--- src/rtl/ary_mul.sv ---
// ary_mul: unsigned WIDTH x WIDTH array multiplier with a registered 2*WIDTH product
module ary_mul #(
  parameter int WIDTH = 8
) (
  input  logic               clk,
  input  logic               rst_n,
  input  logic [WIDTH-1:0]   a,
  input  logic [WIDTH-1:0]   b,
  output logic [2*WIDTH-1:0] out
);
  logic [2*WIDTH-1:0] p;
  logic [WIDTH:0]     acc;
  logic [WIDTH-1:0]   nxt;
  logic               c, x, y;
  // Each row ripples pp[i] into the previous row's upper bits; the row LSB retires as product bit i.
  always_comb begin
    acc = {1'b0, a & {WIDTH{b[0]}}};
    nxt = '0;
    c = 1'b0;
    x = 1'b0;
    y = 1'b0;
    p = '0;
    p[0] = acc[0];
    for (int i = 1; i < WIDTH; i++) begin
      c = 1'b0;
      for (int j = 0; j < WIDTH; j++) begin
        x = acc[j+1];
        y = a[j] & b[i];
        nxt[j] = x ^ y ^ c;
        c = (x & y) | (c & (x ^ y));
      end
      acc = {c, nxt};
      p[i] = acc[0];
    end
    p[2*WIDTH-1:WIDTH] = acc[WIDTH:1];
  end
  always_ff @(posedge clk or negedge rst_n)
    if (!rst_n) out <= '0;
    else out <= p;
endmodule

--- config.mk ---
export PLATFORM = sky130hd
export DESIGN_NAME = ary_mul
export DESIGN_NICKNAME = d
export VERILOG_FILES = /design/src/rtl/ary_mul.sv
export SDC_FILE = /design/constraint.sdc
export NUM_CORES = 1
export LEC_CHECK = 0
export ABC_CLOCK_PERIOD_IN_PS = 800
export BUFFER_PORTS_ARGS = -buffer_cell sky130_fd_sc_hd__buf_2
export CAP_MARGIN = 30
export CORE_MARGIN = 2
export CORE_UTILIZATION = 55
export CTS_BUF_LIST = sky130_fd_sc_hd__clkbuf_4 sky130_fd_sc_hd__clkbuf_8
export CTS_CLUSTER_SIZE = 30
export DETAILED_ROUTE_END_ITERATION = 10
export PLACE_DENSITY = 0.75
export SYNTH_ARGS = -nofsm -noshare
export SYNTH_HDL_FRONTEND = slang
export SYNTH_SLANG_ARGS = --single-unit
export TNS_END_PERCENT = 1
--- constraint.sdc ---
create_clock -name clk -period 0.8 [get_ports clk]
set_input_delay 0.16 -clock clk [delete_from_list [all_inputs] [get_ports clk]]
set_output_delay 0.16 -clock clk [all_outputs]
set_load 0.01 [all_outputs]
# --- Yosys cells after proc, flatten, opt, wreduce, memory -nomap -nowiden ---
# Cells that the tools add are included.
word_totals:
  elab_cells: 314
  out_inout_bits: 16
  register_bits: 16
  in_bits: 18
classes:
  bitwise_logic: 313
ops:
  columns: ["cell", "n"]
  rows:
  - ["bitwise AND 1 bit", 160]
  - ["bitwise XOR 1 bit", 104]
  - ["OR 1 bit", 48]
  - ["bitwise AND 8 bit", 1]

# --- Depth between registers and ports, before layout ---
# Gate-level depths: netlist (run 1).
logic_depth:
  ltp_word: 40
  mapped_depth: 27
  ltp_nobuf: 27

# --- Worst setup path before layout (run 1) ---
# No wires, ideal clock.
synth_path:
  kind: "input port to flip-flop"
  startpoint: "input b[1]"
  endpoint: "register out[14]"
  t_required_ns: 0.686
  setup_ns: 0.114
  path_buffers: 0
  cell_stages: 23
  arrival_time_ns: 8.949
  setup_slack_ns: -8.262
  path_cell_list: "and2_1 ha_1 fa_1 ha_1 fa_1 fa_1 fa_1 fa_1 fa_1 fa_1 fa_1 fa_1 fa_1 fa_1 fa_1 fa_1 fa_1 fa_1 fa_1 inv_1 fa_1 fa_1 inv_1"
synth_between:
  elab_chain_cells: 39
  word_cells_on_any_way: 248
  cone_classes: "bitwise: 248"
synth_rtl:
  columns: ["item", "line", "text"]
  rows:
  - ["from (decl)", "8", "input logic [WIDTH-1:0] b,"]
  - ["bitwise AND 1 bit", "28", "y = a[j] & b[i];"]
  - ["bitwise AND 1 bit / bitwise XOR 1 bit (equally long branches)", "30, 29", null]
  - ["bitwise AND 1 bit", "30", "c = (x & y) | (c & (x ^ y));"]
  - ["OR 1 bit", "30", null]
  - ["bitwise AND 1 bit / bitwise XOR 1 bit (equally long branches)", "30, 29", null]
  - ["OR 1 bit / bitwise XOR 1 bit (equally long branches)", "30, 29", null]
  - ["bitwise AND 1 bit / bitwise XOR 1 bit (equally long branches)", "30, 29", null]
  - ["OR 1 bit / bitwise XOR 1 bit (equally long branches)", "30, 29", null]
  - ["[24 not listed]", null, null]
  - ["bitwise AND 1 bit / bitwise XOR 1 bit (equally long branches)", "30, 29", null]
  - ["OR 1 bit / bitwise XOR 1 bit (equally long branches)", "30", null]
  - ["bitwise AND 1 bit / bitwise XOR 1 bit (equally long branches)", "30, 29", null]
  - ["OR 1 bit / bitwise XOR 1 bit (equally long branches)", "30", null]
  - ["bitwise AND 1 bit", "30", null]
  - ["OR 1 bit", "30", null]
  - ["bitwise XOR 1 bit *", "29", "nxt[j] = x ^ y ^ c;"]
  - ["via acc[7]", "12", "logic [WIDTH:0] acc;"]
  - ["to (signal assigned)", "39", "else out <= p;"]
  - ["to (decl)", "9", "output logic [2*WIDTH-1:0] out"]
# The timed path passes the listed nets; every way through them passes the cells marked *.

# --- Worst setup path in the final report (run 1) ---
layout_path:
  startpoint: "input b[0]"
  endpoint: "register out[14]"
layout_between:
  elab_chain_cells: 39
  word_cells_on_any_way: 241
  cone_classes: "bitwise: 241"
layout_rtl:
  columns: ["item", "line", "text"]
  rows:
  - ["bitwise AND 8 bit *", "17", "acc = {1'b0, a & {WIDTH{b[0]}}};"]
  - ["bitwise AND 1 bit / bitwise XOR 1 bit (equally long branches)", "30, 29", null]
  - ["bitwise AND 1 bit", "30", null]
  - ["OR 1 bit", "30", null]
  - ["bitwise AND 1 bit / bitwise XOR 1 bit (equally long branches)", "30, 29", null]
  - ["OR 1 bit / bitwise XOR 1 bit (equally long branches)", "30, 29", null]
  - ["bitwise AND 1 bit / bitwise XOR 1 bit (equally long branches)", "30, 29", null]
  - ["OR 1 bit / bitwise XOR 1 bit (equally long branches)", "30, 29", null]
  - ["[24 not listed]", null, null]
  - ["bitwise AND 1 bit / bitwise XOR 1 bit (equally long branches)", "30, 29", null]
  - ["OR 1 bit / bitwise XOR 1 bit (equally long branches)", "30", null]
  - ["bitwise AND 1 bit / bitwise XOR 1 bit (equally long branches)", "30, 29", null]
  - ["OR 1 bit / bitwise XOR 1 bit (equally long branches)", "30", null]
  - ["bitwise AND 1 bit", "30", null]
  - ["OR 1 bit", "30", null]
  - ["bitwise XOR 1 bit *", "29", null]
  - ["via acc[7]", "12", null]
# Marked as above.

==> summary.txt, run 1 <==
STA
  – Final setup violation count: 30
  – Final Max Tran Viols: 0
  – Share of the cycle needed by the critical path after routing: 1050%
  – Final min period: 8.37 ns
  – Actual transition at the worst max-transition pin: 0.344 ns
  – Max_slew headroom: 77.0%
  – Setup ws final: -7.57 ns
  – Unrepaired setup endpoints after global routing: true
  – Number of hold-slack violations in the final timing report: 0
  – Hold_ws: 0.0998 ns
  – Max Fclk: 0.119 GHz

Final layout
  – Final cell area excluding filler cells: 0.00249 mm^2
  – Registers with the highest flip-flop counts: out x16
  – Post-synthesis to final-layout area growth: 29.3%
  – Largest reg by FF count: out
  – # fillers: 253
  – Layout cell share with drive strength beyond 1: 53.1%
  – Number of nets in the final layout: 284
  – Largest register FFs: 16
  – Non-filler cells in the finished layout: 255
  – Fraction of the core area covered by cells at the end of the flow: 74.1%
  – Inserted Diodes: 0

Pwr
  – Leakage dissipation: 1.11 nW
  – Switching part of the total power: 43.6%
  – Portion of total power attributed to combinational logic: 77.8%
  – Max rail drop VDD: 2260 uV
  – Sequential Power Share: 15.8%
  – PD cells: 3350 mW/mm^2
  – Share of power burned in the clock network: 6.4%
  – Net switching power: 3.64 mW
  – Internal power: 4.71 mW

Worst setup path
  – Element type at the critical path start: input pin
  – Crit path capture type: register
  – Req. time, crit path: 0.99 ns
  – Highest-delay cell along the critical path: sky130_fd_sc_hd__fa_2
  – Highest fanout seen on the critical path: 4
  – CP arrival: 8.57 ns
  – Most frequent cell on the critical path: sky130_fd_sc_hd__fa_2
  – Type of the worst setup path: input pin to register
  – Slowest Stage Delay on Critical Path: 0.57 ns

Synthesis
  – Largest area contributor in the synthesized netlist: sky130_fd_sc_hd__fa_1
  – Register bit count reported by yosys: 16
  – Portion of the post-synthesis area used by sequential elements: 20.8%
  – Synthesized cell area: 0.00193 mm^2
  – Most numerous cell types in the synthesized netlist: sky130_fd_sc_hd__and2_1 (48), sky130_fd_sc_hd__fa_1 (48), sky130_fd_sc_hd__inv_1 (24), sky130_fd_sc_hd__dfrtp_1 (16), sky130_fd_sc_hd__nand2_1 (15)
  – Portion of synthesized cell area occupied by the leading cell type: 49.8%
  – Count of yosys warnings during synthesis: 0
  – Post-Synthesis Mean Instance Area: 12.0 um^2
  – Async set or reset register ratio after synthesis: 100%
  – Number of synthesized flops with an enable pin: 0
  – Number of standard cells after synthesis: 161
  – Ranking of synthesized cells by area: sky130_fd_sc_hd__fa_1 (50%), sky130_fd_sc_hd__dfrtp_1 (21%), sky130_fd_sc_hd__and2_1 (16%)
  – Cell variety after synth: 8
  – Syn_nets: 235
  – Top FF cell, synth: sky130_fd_sc_hd__dfrtp_1

Die
  – Cell Rows: 21
  – Boundary Pins: 34
  – Total die area: 0.00400 mm^2
  – Area inside the core boundary: 0.00336 mm^2
  – DIE WIDTH: 63.2 um
  – Vertical extent of the die: 63.2 um
  – Starting Density: 57.3%

Global routing
  – Vias in the first global route: 1,405
  – Antenna violations before repair: 0
  – Global Route Usage Sum: 19.4%
  – Gr ovfl total: 0
  – First-pass GRT wire length: 5960 um
  – Pin count of the biggest net entering global routing: 17

Min path
  – Startpoint of the worst hold path: b[0]
  – WHS Endpoint: out[0]
  – Hold-critical path depth: 2
  – Class of the most critical hold timing path: input pin to register

Route
  – Initial drt markers: 43
  – Drt drc: 0
  – WL/cell: 13.0 um
  – Detailed-route wire length: 3310 um
  – Via count normalized by instance count: 4.71
  – Vias post-DR: 1,200
  – TritonRoute pass-1 iters: 4
  – Post-route ant nets: 0

Clocking
  – Number of buffers inserted to repair setup after CTS: 0
  – Clock transition at the registers of the reported paths: 0.09 ns
  – Clock sink total: 16
  – H-tree depth reported by CTS: 1
  – Maximum buffer depth of the clock tree: 2
  – Num CTS Buffers: 3
  – TritonCTS clock tree: built
  – Library cell used as clock root buffer: sky130_fd_sc_hd__clkbuf_4

Placed design
  – Quantity of I/O buffers inserted on ports: 33
  – Detailed Place HPWL: 2870 um
  – Final estimated routing congestion in global placement: 0.756
  – Placed insts: 250
  – Placed cell area: 0.00233 mm^2

Outcome
  – Run status: complete, but fails checks
  – Violated checks: negative setup slack

Job
  – Max-cap viol count: 0
==> worst max path at each step <==
stage / to / startpoint / slack (ns) / cells past startpoint
2_1_floorplan: out[14] / a[1] / -7.76 / 25
3_3_place_gp: out[14] / a[1] / -7.99 / 26
3_5_place_dp: out[14] / a[1] / -8.12 / 26
4_1_cts: out[14] / a[0] / -7.67 / 26
5_1_grt: out[14] / a[0] / -7.76 / 26
6_report: out[14] / b[0] / -7.57 / 26
==> critical path, delay by kind of cell <==
kind                       cells  cell delay [ns]
adders and majority gates     20             7.97
buffers and inverters          5             0.29
and+or+nand+nor                1             0.15
==> layout make-up <==
cell class | count | area, um^2 | area share (%)
Inverter | 24 | 90.1 | 3.61
Sequential cell | 16 | 400 | 16.1
Timing Repair Buffer | 45 | 287 | 11.5
Multi-Input combinational cell | 120 | 1620 | 65.1
Tap cell | 46 | 57.6 | 2.31
Clock buffer | 4 | 36.3 | 1.46
==> power groups by stage <==
stage	Sequential, mW	Clock (mW)	Combinational (mW)
after CTS	1.33	0.533	6.56
after global routing	1.34	0.585	7.66
after floorplan	1.55	0	4.31
after global placement	1.33	0	5.69
final	1.32	0.534	6.50
after detailed placement	1.34	0	6.11
==> repair_timing <==
action / 4_1_cts / 5_1_grt
endpoints found under the hold margin: 16 / 0
hold buffers: 1 / 0
gates resized for setup: 18 / 4
setup endpoints to repair: 30 / 30
pin swaps: 39 / 2
==> cell families after synthesis <==
kind of cell | after synthesis | synth area share, %
AND/OR/NAND/NOR | 64 | 18.9
adder cells (fa/ha/maj) | 56 | 55.0
buffers and inverters | 25 | 5.26
flip-flops | 16 | 20.8
==> per-stage QoR <==
step,worst slack (ns),power (mW),TNS (ns)
5_1_grt,-7.76,9.59,-72.32
4_1_cts,-7.67,8.42,-70.93
3_3_place_gp,-7.99,7.02,-72.49
6_report,-7.57,8.36,-70.15
2_1_floorplan,-7.76,5.86,-69.35
3_5_place_dp,-8.12,7.45,-73.81
==> placed cells by master (no fill, tap or decap), types with 3 or more instances in the layout <==
cell | Yosys | final
sky130_fd_sc_hd__and2_1 | 48 | 46
sky130_fd_sc_hd__and2_4 | 1 | 3
sky130_fd_sc_hd__buf_2 | 0 | 29
sky130_fd_sc_hd__buf_4 | 0 | 11
sky130_fd_sc_hd__buf_6 | 1 | 3
sky130_fd_sc_hd__clkbuf_4 | 0 | 3
sky130_fd_sc_hd__dfrtp_1 | 16 | 16
sky130_fd_sc_hd__fa_1 | 48 | 7
sky130_fd_sc_hd__fa_2 | 0 | 41
sky130_fd_sc_hd__ha_4 | 0 | 7
sky130_fd_sc_hd__inv_1 | 24 | 12
sky130_fd_sc_hd__inv_2 | 0 | 12
sky130_fd_sc_hd__nand2_1 | 15 | 15
==> layer usage <==
| metal | share of wire [%] | GRT usage (%) | up-vias |
|---|---|---|---|
| met5 | 0 | 0 | - |
| li1 | - | - | 562 |
| met2 | 58 | 38.7 | 25 |
| met3 | 2.2 | 2.14 | 4 |
| met1 | 38 | 21.8 | 609 |
| met4 | 1.3 | 4.89 | 0 |
Note: power is estimated with default switching activity, not from simulation.
==> run 2: changes to the inputs <==
--- a/config.mk
+++ b/config.mk
@@ -8,12 +8,11 @@
 export ABC_CLOCK_PERIOD_IN_PS = 800
 export BUFFER_PORTS_ARGS = -buffer_cell sky130_fd_sc_hd__buf_2
 export CAP_MARGIN = 30
-export CORE_MARGIN = 2
-export CORE_UTILIZATION = 55
+export CORE_UTILIZATION = 58
 export CTS_BUF_LIST = sky130_fd_sc_hd__clkbuf_4 sky130_fd_sc_hd__clkbuf_8
 export CTS_CLUSTER_SIZE = 30
 export DETAILED_ROUTE_END_ITERATION = 10
-export PLACE_DENSITY = 0.75
+export PLACE_DENSITY = 0.78
 export SYNTH_ARGS = -nofsm -noshare
 export SYNTH_HDL_FRONTEND = slang
 export SYNTH_SLANG_ARGS = --single-unit
==> run 2 against run 1 <==
  * The flow still finishes with violations (negative setup slack)
  * First-iteration DRC count is 21% lower
  * Flip-flop and latch count stayed put
  * Critical path type unchanged
  * Largest cell class unchanged
  * Combinational power is 3% higher
  * Global-route usage is 4.6 points higher
  * Via count is 6.6% higher
  * Sequential power hardly changed
  * Setup slack worse by 0.086 ns
  * Utilization is 7.0 points higher
==> summary.txt, run 2 (same netlist as run 1, synthesis figures left out) <==
Pwr
  – Max rail drop VDD: 2610 uV
  – Internal power: 4.85 mW
  – Portion of total power attributed to combinational logic: 77.9%
  – Switching part of the total power: 43.6%
  – Net switching power: 3.74 mW
  – Share of power burned in the clock network: 6.4%
  – Sequential Power Share: 15.7%
  – Leakage dissipation: 1.12 nW
  – PD cells: 3410 mW/mm^2

Clocking
  – Clock sink total: 16
  – Maximum buffer depth of the clock tree: 2
  – Clock transition at the registers of the reported paths: 0.10 ns
  – TritonCTS clock tree: built
  – Library cell used as clock root buffer: sky130_fd_sc_hd__clkbuf_4
  – Num CTS Buffers: 3
  – H-tree depth reported by CTS: 1
  – Number of buffers inserted to repair setup after CTS: 0

Global routing
  – Gr ovfl total: 0
  – Antenna violations before repair: 0
  – Pin count of the biggest net entering global routing: 17
  – First-pass GRT wire length: 6070 um
  – Vias in the first global route: 1,402
  – Global Route Usage Sum: 24.1%

Outcome
  – Run status: complete, but fails checks
  – Violated checks: negative setup slack

Route
  – Detailed-route wire length: 3840 um
  – Drt drc: 0
  – WL/cell: 15.1 um
  – TritonRoute pass-1 iters: 4
  – Vias post-DR: 1,279
  – Initial drt markers: 34
  – Via count normalized by instance count: 5.04
  – Post-route ant nets: 0

Worst setup path
  – CP arrival: 8.65 ns
  – Req. time, crit path: 0.99 ns
  – Worst setup path startpoint: b[0]
  – Most frequent cell on the critical path: sky130_fd_sc_hd__fa_2
  – Highest fanout seen on the critical path: 4
  – Bufs and invs on worst path: 5
  – Highest-delay cell along the critical path: sky130_fd_sc_hd__fa_2
  – Element type at the critical path start: input pin
  – Type of the worst setup path: input pin to register
  – Largest delay contributor family on the critical path: adder cells
  – Crit path capture type: register
  – Slowest Stage Delay on Critical Path: 0.57 ns

Die
  – Cell Rows: 20
  – Starting Density: 62.1%
  – DIE WIDTH: 59.7 um
  – Vertical extent of the die: 59.7 um
  – Area inside the core boundary: 0.00310 mm^2
  – Boundary Pins: 34
  – Total die area: 0.00356 mm^2

STA
  – Setup total negative slack: -71.54 ns
  – Setup ws final: -7.66 ns
  – Share of the cycle needed by the critical path after routing: 1060%
  – Final setup violation count: 30
  – Final Max Tran Viols: 0
  – Number of hold-slack violations in the final timing report: 0
  – Unrepaired setup endpoints after global routing: true
  – Final min period: 8.46 ns
  – Max Fclk: 0.118 GHz
  – Max_slew headroom: 75.0%
  – Actual transition at the worst max-transition pin: 0.375 ns

Placed design
  – Worst setup timing slack at the placement stage: -8.15 ns
  – Placed cell area: 0.00234 mm^2
  – Quantity of I/O buffers inserted on ports: 33
  – Final estimated routing congestion in global placement: 0.759
  – Detailed Place HPWL: 2950 um

Final layout
  – Inserted Diodes: 0
  – Final cell area excluding filler cells: 0.00252 mm^2
  – Registers with the highest flip-flop counts: out x16
  – Largest register FFs: 16
  – Number of nets in the final layout: 285
  – Post-synthesis to final-layout area growth: 30.5%
  – Fraction of the core area covered by cells at the end of the flow: 81.1%
  – Most common cell after layout, fill and taps aside: sky130_fd_sc_hd__and2_1
  – Layout cell share with drive strength beyond 1: 53.3%
  – # fillers: 181
  – Highest-count cells in the layout ignoring fill and taps: sky130_fd_sc_hd__and2_1 (46), sky130_fd_sc_hd__fa_2 (41), sky130_fd_sc_hd__buf_2 (26)
  – Largest reg by FF count: out

Job
  – Max-cap viol count: 0

Min path
  – Class of the most critical hold timing path: input pin to register
  – Startpoint of the worst hold path: b[0]
[run 2: cell count changes in the layout (fill, tap and decap cells not counted), sizes merged]
cell,delta
buf,+1
[run 2: layout make-up]
| type | count | area [um^2] | area share (%) |
|---|---|---|---|
| well taps | 44 | 55.1 | 2.19 |
| clock buffers | 4 | 36.3 | 1.44 |
| flip-flops and latches | 16 | 400 | 15.9 |
| repair buffers | 46 | 313 | 12.4 |
| multi-input cells | 120 | 1620 | 64.4 |
| inverters | 24 | 90.1 | 3.58 |
[run 2: power groups by stage]
stage / combinational, mW / sequential [mW] / clock, mW
5_1_grt: 7.65 / 1.39 / 0.599
2_1_floorplan: 4.31 / 1.55 / 0
6_report: 6.69 / 1.35 / 0.550
4_1_cts: 6.64 / 1.33 / 0.576
3_3_place_gp: 5.62 / 1.34 / 0
3_5_place_dp: 6.07 / 1.35 / 0
[run 2: final timing paths]
kind / to / slack, ns / cells past startpoint
max: out[14] / -7.66 / 26
min in group asynchronous: out[10] / 0.30 / 2
max in group asynchronous: out[11] / 0.23 / 2
min: out[0] / 0.09 / 2
[run 2: routing by layer]
metal | vias up | track usage [%] | routed length [um]
met5 | - | 0 | 0
li1 | 564 | - | -
met3 | 10 | 3.46 | 155
met1 | 666 | 26.2 | 1400
met2 | 39 | 44.8 | 2180
met4 | 0 | 12.6 | 105
[run 2: what timing repair did]
item | CTS | global route
endpoints found under the setup margin | 30 | 30
resized for setup | 21 | 6
pin swaps | 37 | 0
cloned | 0 | 0
hold buffers | 1 | 0
hold endpoints to repair | 16 | 0
[run 2: stage by stage]
stage | power [mW] | instances | hold WS (ns)
after global placement | 6.96 | 249 | 0.0789
after detailed placement | 7.41 | 249 | 0.0946
after global routing | 9.64 | 254 | 0.0832
after floorplan | 5.86 | 161 | -0.136
after CTS | 8.54 | 254 | 0.0742
final | 8.59 | 254 | 0.0909
